--- src/rtl/gray_rx_decoder.sv ---
// Receive-side Gray-count checker: two-stage Gray-to-binary decode and +1 step
// verification, with a small lock FSM and a saturating step-error counter.
module gray_rx_decoder #(
    parameter int CBITS     = 9,
    parameter int ERR_LIMIT = 3,
    parameter int RELOCK    = 2
) (
    input  logic             clk,
    input  logic             rst,
    input  logic [CBITS-1:0] gray_in,
    input  logic             gray_vld,
    output logic [CBITS-1:0] bin_out,
    output logic             bin_vld,
    output logic             zero_seen,
    output logic             wrap,
    output logic             step_err,
    output logic             hold,
    output logic             locked,
    output logic [7:0]       err_cnt
);

    localparam int EW = $clog2(ERR_LIMIT + 1);
    localparam int GW = $clog2(RELOCK + 1);
    localparam logic [EW-1:0]    ELIM_M1 = EW'(ERR_LIMIT - 1);
    localparam logic [GW-1:0]    GLIM_M1 = GW'(RELOCK - 1);
    localparam logic [CBITS-1:0] ONE     = CBITS'(1);
    localparam logic [CBITS-1:0] MAXV    = '1;

    typedef enum logic [1:0] {
        IDLE  = 2'd0,
        TRACK = 2'd1,
        LOST  = 2'd2
    } state_t;

    state_t           state_reg, state_next;
    logic [CBITS-1:0] g_q_reg;
    logic             v1_reg;
    logic [CBITS-1:0] prev_reg;
    logic [EW-1:0]    ecnt_reg, ecnt_next;
    logic [GW-1:0]    gcnt_reg, gcnt_next;
    logic [CBITS-1:0] b;
    logic [CBITS-1:0] delta;
    logic             zero_next, wrap_next, err_next, hold_next;
    logic [7:0]       err_cnt_next;

    // Each binary bit is the XOR of all Gray bits at and above it.
    generate
        for (genvar gi = 0; gi < CBITS; gi++) begin : g_decode
            assign b[gi] = ^g_q_reg[CBITS-1:gi];
        end
    endgenerate

    // Modular difference; unsigned wrap makes 2^CBITS-1 -> 0 a +1 step.
    assign delta = b - prev_reg;

    always_comb begin
        state_next = state_reg;
        ecnt_next  = ecnt_reg;
        gcnt_next  = gcnt_reg;
        zero_next  = 1'b0;
        wrap_next  = 1'b0;
        err_next   = 1'b0;
        hold_next  = 1'b0;
        if (v1_reg) begin
            zero_next = (b == '0);
            case (state_reg)
                IDLE: begin
                    state_next = TRACK;
                end
                TRACK: begin
                    if (delta == ONE) begin
                        ecnt_next = '0;
                        wrap_next = (prev_reg == MAXV);
                    end else if (delta == '0) begin
                        hold_next = 1'b1;
                    end else begin
                        err_next = 1'b1;
                        if (ecnt_reg == ELIM_M1) begin
                            state_next = LOST;
                            ecnt_next  = '0;
                            gcnt_next  = '0;
                        end else begin
                            ecnt_next = ecnt_reg + 1'b1;
                        end
                    end
                end
                LOST: begin
                    if (delta == ONE) begin
                        wrap_next = (prev_reg == MAXV);
                        if (gcnt_reg == GLIM_M1) begin
                            state_next = TRACK;
                            gcnt_next  = '0;
                            ecnt_next  = '0;
                        end else begin
                            gcnt_next = gcnt_reg + 1'b1;
                        end
                    end else if (delta == '0) begin
                        hold_next = 1'b1;
                    end else begin
                        err_next  = 1'b1;
                        gcnt_next = '0;
                    end
                end
                default: begin
                    state_next = IDLE;
                    ecnt_next  = '0;
                    gcnt_next  = '0;
                end
            endcase
        end
    end

    assign err_cnt_next = (err_next && (err_cnt != 8'hFF)) ? err_cnt + 8'd1 : err_cnt;

    always_ff @(posedge clk or posedge rst) begin
        if (rst) begin
            state_reg <= IDLE;
            g_q_reg   <= '0;
            v1_reg    <= 1'b0;
            prev_reg  <= '0;
            ecnt_reg  <= '0;
            gcnt_reg  <= '0;
            bin_out   <= '0;
            bin_vld   <= 1'b0;
            zero_seen <= 1'b0;
            wrap      <= 1'b0;
            step_err  <= 1'b0;
            hold      <= 1'b0;
            locked    <= 1'b0;
            err_cnt   <= '0;
        end else begin
            v1_reg <= gray_vld;
            if (gray_vld) begin
                g_q_reg <= gray_in;
            end
            if (v1_reg) begin
                bin_out  <= b;
                prev_reg <= b;
            end
            bin_vld   <= v1_reg;
            zero_seen <= zero_next;
            wrap      <= wrap_next;
            step_err  <= err_next;
            hold      <= hold_next;
            state_reg <= state_next;
            ecnt_reg  <= ecnt_next;
            gcnt_reg  <= gcnt_next;
            locked    <= (state_next == TRACK);
            err_cnt   <= err_cnt_next;
        end
    end

endmodule

--- config.mk ---
export PLATFORM = sky130hd
export DESIGN_NAME = gray_rx_decoder
export DESIGN_NICKNAME = d
export VERILOG_FILES = /design/src/rtl/gray_rx_decoder.sv
export SDC_FILE = /design/constraint.sdc
export NUM_CORES = 1
export LEC_CHECK = 0
export BUFFER_PORTS_ARGS = -buffer_cell sky130_fd_sc_hd__buf_2
export CORE_ASPECT_RATIO = 0.8
export CORE_UTILIZATION = 55
export DETAILED_ROUTE_END_ITERATION = 8
export GPL_TIMING_DRIVEN = 1
export MAX_ROUTING_LAYER = met4
export PLACE_DENSITY_LB_ADDON = 0.12
export RECOVER_POWER = 50
export SLEW_MARGIN = 20
export SYNTH_ARGS = -nofsm -noshare
export SYNTH_HDL_FRONTEND = slang
export SYNTH_SLANG_ARGS = --single-unit
--- constraint.sdc ---
create_clock -name clk -period 5.2 [get_ports clk]
set_input_delay 0.78 -clock clk [delete_from_list [all_inputs] [get_ports clk]]
set_output_delay 0.78 -clock clk [all_outputs]
set_load 0.01 [all_outputs]
==> summary.txt <==
Floorplanning
  – Die W: about 75 microns
  – Core Box Area: roughly 0.0040 sq mm
  – Die Y: 60.62 microns
  – Die area: 0.004562 sq mm
  – Io pins: 35
  – Row count: 20
  – Starting Density: 0.5975

Timing
  – FMAX: approximately 210 MHz
  – Final hold vios: 0
  – Max Slew Vio Count: 40
  – Hold Worst Slack: 498.5 ps
  – Final setup viols: 0
  – Slew margin rel.: -0.3661
  – Unrepaired setup endpoints after global routing: false
  – Tmin final: 4731 ps
  – Worst Tran Pin Value: a little over 2000 ps
  – Setup TNS: 0 ps
  – Fin crit share: 0.9099
  – Clk_skew: around 7.6 ps

Global routing
  – Largest net degree at the start of global routing: 40
  – Initial antenna violation count: 0
  – Total gr overflow: 0
  – GRT Util Overall: 0.2666
  – Vias in the first global route: 1697
  – First-pass GRT wire length: between 8000 and 9000 microns

Outcome
  – Failing checks: capacitance limit, slew limit
  – Status: finished with violations

Yosys
  – Yosys warns: 0
  – Synth area leaders: dfrtp_1 (41%), ha_1 (6.9%), mux2_2 (4.8%), inv_1 (3.7%), xor2_1 (3.3%)
  – Net count after synthesis: between 200 and 300
  – Async S/R FF share, synth: 1.000
  – Seq/Total Area, Yosys: 0.4131
  – Mean Syn Cell Area: ~10 sq um
  – Top cells by count, synth: dfrtp_1 (39), inv_1 (23), nor2_1 (15), ha_1 (13), o21ai_0 (13)
  – Synth Instances: ~230
  – Netlist cell types: ~60
  – Area share of the largest cell type after synthesis: 0.4131
  – Synth Flop Type: dfrtp_1
  – Most common cell in the netlist: dfrtp_1
  – Number of synthesized flops with an enable pin: 0
  – Cell Area, Synth: 0.002362 sq mm
  – Yosys reg bits: 39
  – Area leader, netlist: dfrtp_1

CTS
  – Post-cts sizing count: 0
  – CTS tree: yes
  – CTS Sinks: 39
  – TritonCTS Buffers: 5
  – Worst-case clock buffer depth: 2
  – # hold bufs at CTS: 0
  – Clock Pin Slew Worst Setup and Hold Paths: 90 ps
  – Post-CTS Setup Repair Bufs: 0
  – Clock Latency Late Sink: 300 ps
  – Clk root buf: clkbuf_8
  – H-tree depth: 2

Routing
  – First-pass DRT Iterations: 4
  – Post-Route WL: slightly below 5000 microns
  – WL per Instance: between 15 and 20 microns
  – DRC Markers: 0
  – Vias/cell: 5.727
  – Overall via count from detail_route: 1827
  – Antenna Violating Nets Remaining: 0
  – Drt initial violations: ~140

Worst setup path
  – Cell family with most CP delay: XOR/XNOR gates
  – Crit path max fanout: 6
  – CP peak stage delay: 520 ps
  – WP buf/inv: 1
  – Crit Path Class: register to register
  – Worst EP arrival: 4930 ps
  – Worst setup SP type: register
  – Critical Path RT: ~5400 ps
  – CP Capture Type: register
  – Crit-path most repeated cell: xnor2_2
  – Critical-path top delay cell: xor3_1
  – R2r setup slk: between 400 and 500 ps
  – Crit path cell chain: xor3_1, xnor3_1, xnor2_2, xnor2_2, xnor2_2, xor2_1, ha_1, inv_1, fa_1, a211oi_2, o31ai_1, a211o_1, a32oi_2, nor2_1, a311oi_1, mux2_2

Place
  – Routability congestion estimate: 0.8110
  – Number of port buffers: 34
  – Half-perimeter wire length after placement: between 3000 and 4000 microns

Power
  – P_leak: about 1.3 nW
  – Peak VDD IR: ~0.00031 V
  – PwrDens: approximately 600 mW/mm^2

Hold path
  – Min-delay worst type: register to register

Cells and area
  – Antenna diode count: 0
  – Share of cells above drive strength 1: 0.2462
  – P&R area growth vs syn: 13.19%
  – NumNets Final: 289

Job
  – Max capacitance violation total: 1
cell families after synthesis:
family,after synthesis,share of synthesized area
buf+inv,31,0.05879
xor+xnor,17,0.08475
flops,39,0.4131
fa+ha+maj,14,0.07733
compound gates,55,0.1695
mux,10,0.04767
simple gates,62,0.1488
power breakdown:
group | switching (mW) | internal, mW
logic | 0.485 | 0.375
registers | 0.0889 | 0.379
clock network | 0.119 | 0.145
worst paths after layout:
| check | to | cells past startpoint | start |
|---|---|---|---|
| max | err_cnt[1]$_DFFE_PP0P_ | 16 | g_q_reg[6]$_DFFE_PP0P_ |
| min | ecnt_reg[0]$_DFFE_PP0P_ | 1 | ecnt_reg[0]$_DFFE_PP0P_ |
| max reg2reg | err_cnt[1]$_DFFE_PP0P_ | 16 | g_q_reg[6]$_DFFE_PP0P_ |
| min reg2reg | ecnt_reg[0]$_DFFE_PP0P_ | 1 | ecnt_reg[0]$_DFFE_PP0P_ |
| max in group asynchronous | ecnt_reg[1]$_DFFE_PP0P_ | 3 | rst |
| min in group asynchronous | g_q_reg[2]$_DFFE_PP0P_ | 3 | rst |
cells in the final DEF, fill, tap and decap left out, drive strengths merged, types with 7 or more instances in the layout:
master / Yosys / final
xor2: 9 / 9
inv: 23 / 24
mux2: 10 / 10
clkbuf: 4 / 7
o21ai: 14 / 14
dfrtp: 39 / 39
buf: 4 / 34
ha: 13 / 13
nor2: 15 / 15
nand2: 11 / 11
a21oi: 12 / 12
area by class of cell:
type	count	area (sq um)
repair buffers	36	180.2
well taps	55	68.82
clock buffers	5	68.82
clock inverters	3	46.29
inverters	23	86.33
fillers	332	1280
flip-flops and latches	39	975.9
multi-input cells	158	1247
through the flow:
stage / cells / utilization / setup slack, ps / total power, mW / cell area, sq um
2_1_floorplan: 228 / - / 920.2 / 1.119 / 2362
3_3_place_gp: 311 / 0.6484 / 699.2 / 1.305 / 2564
3_5_place_dp: 311 / 0.6484 / 516.6 / 1.313 / 2564
4_1_cts: 319 / 0.6775 / 480.6 / 1.586 / 2679
5_1_grt: 319 / 0.6763 / 145.8 / 1.725 / 2674
6_report: 319 / 0.6763 / 468.7 / 1.591 / 2674
layer usage:
metal	share of wire	routed length (microns)	GRT usage	vias up
met4	0.019	92	0.1111	0
met3	0.045	223	0.04983	8
met5	0	0	-	-
li1	-	-	-	890
met2	0.43	2094	0.3681	52
met1	0.51	2500	0.3854	877
No activity file was read; power rests on OpenSTA's default activity.
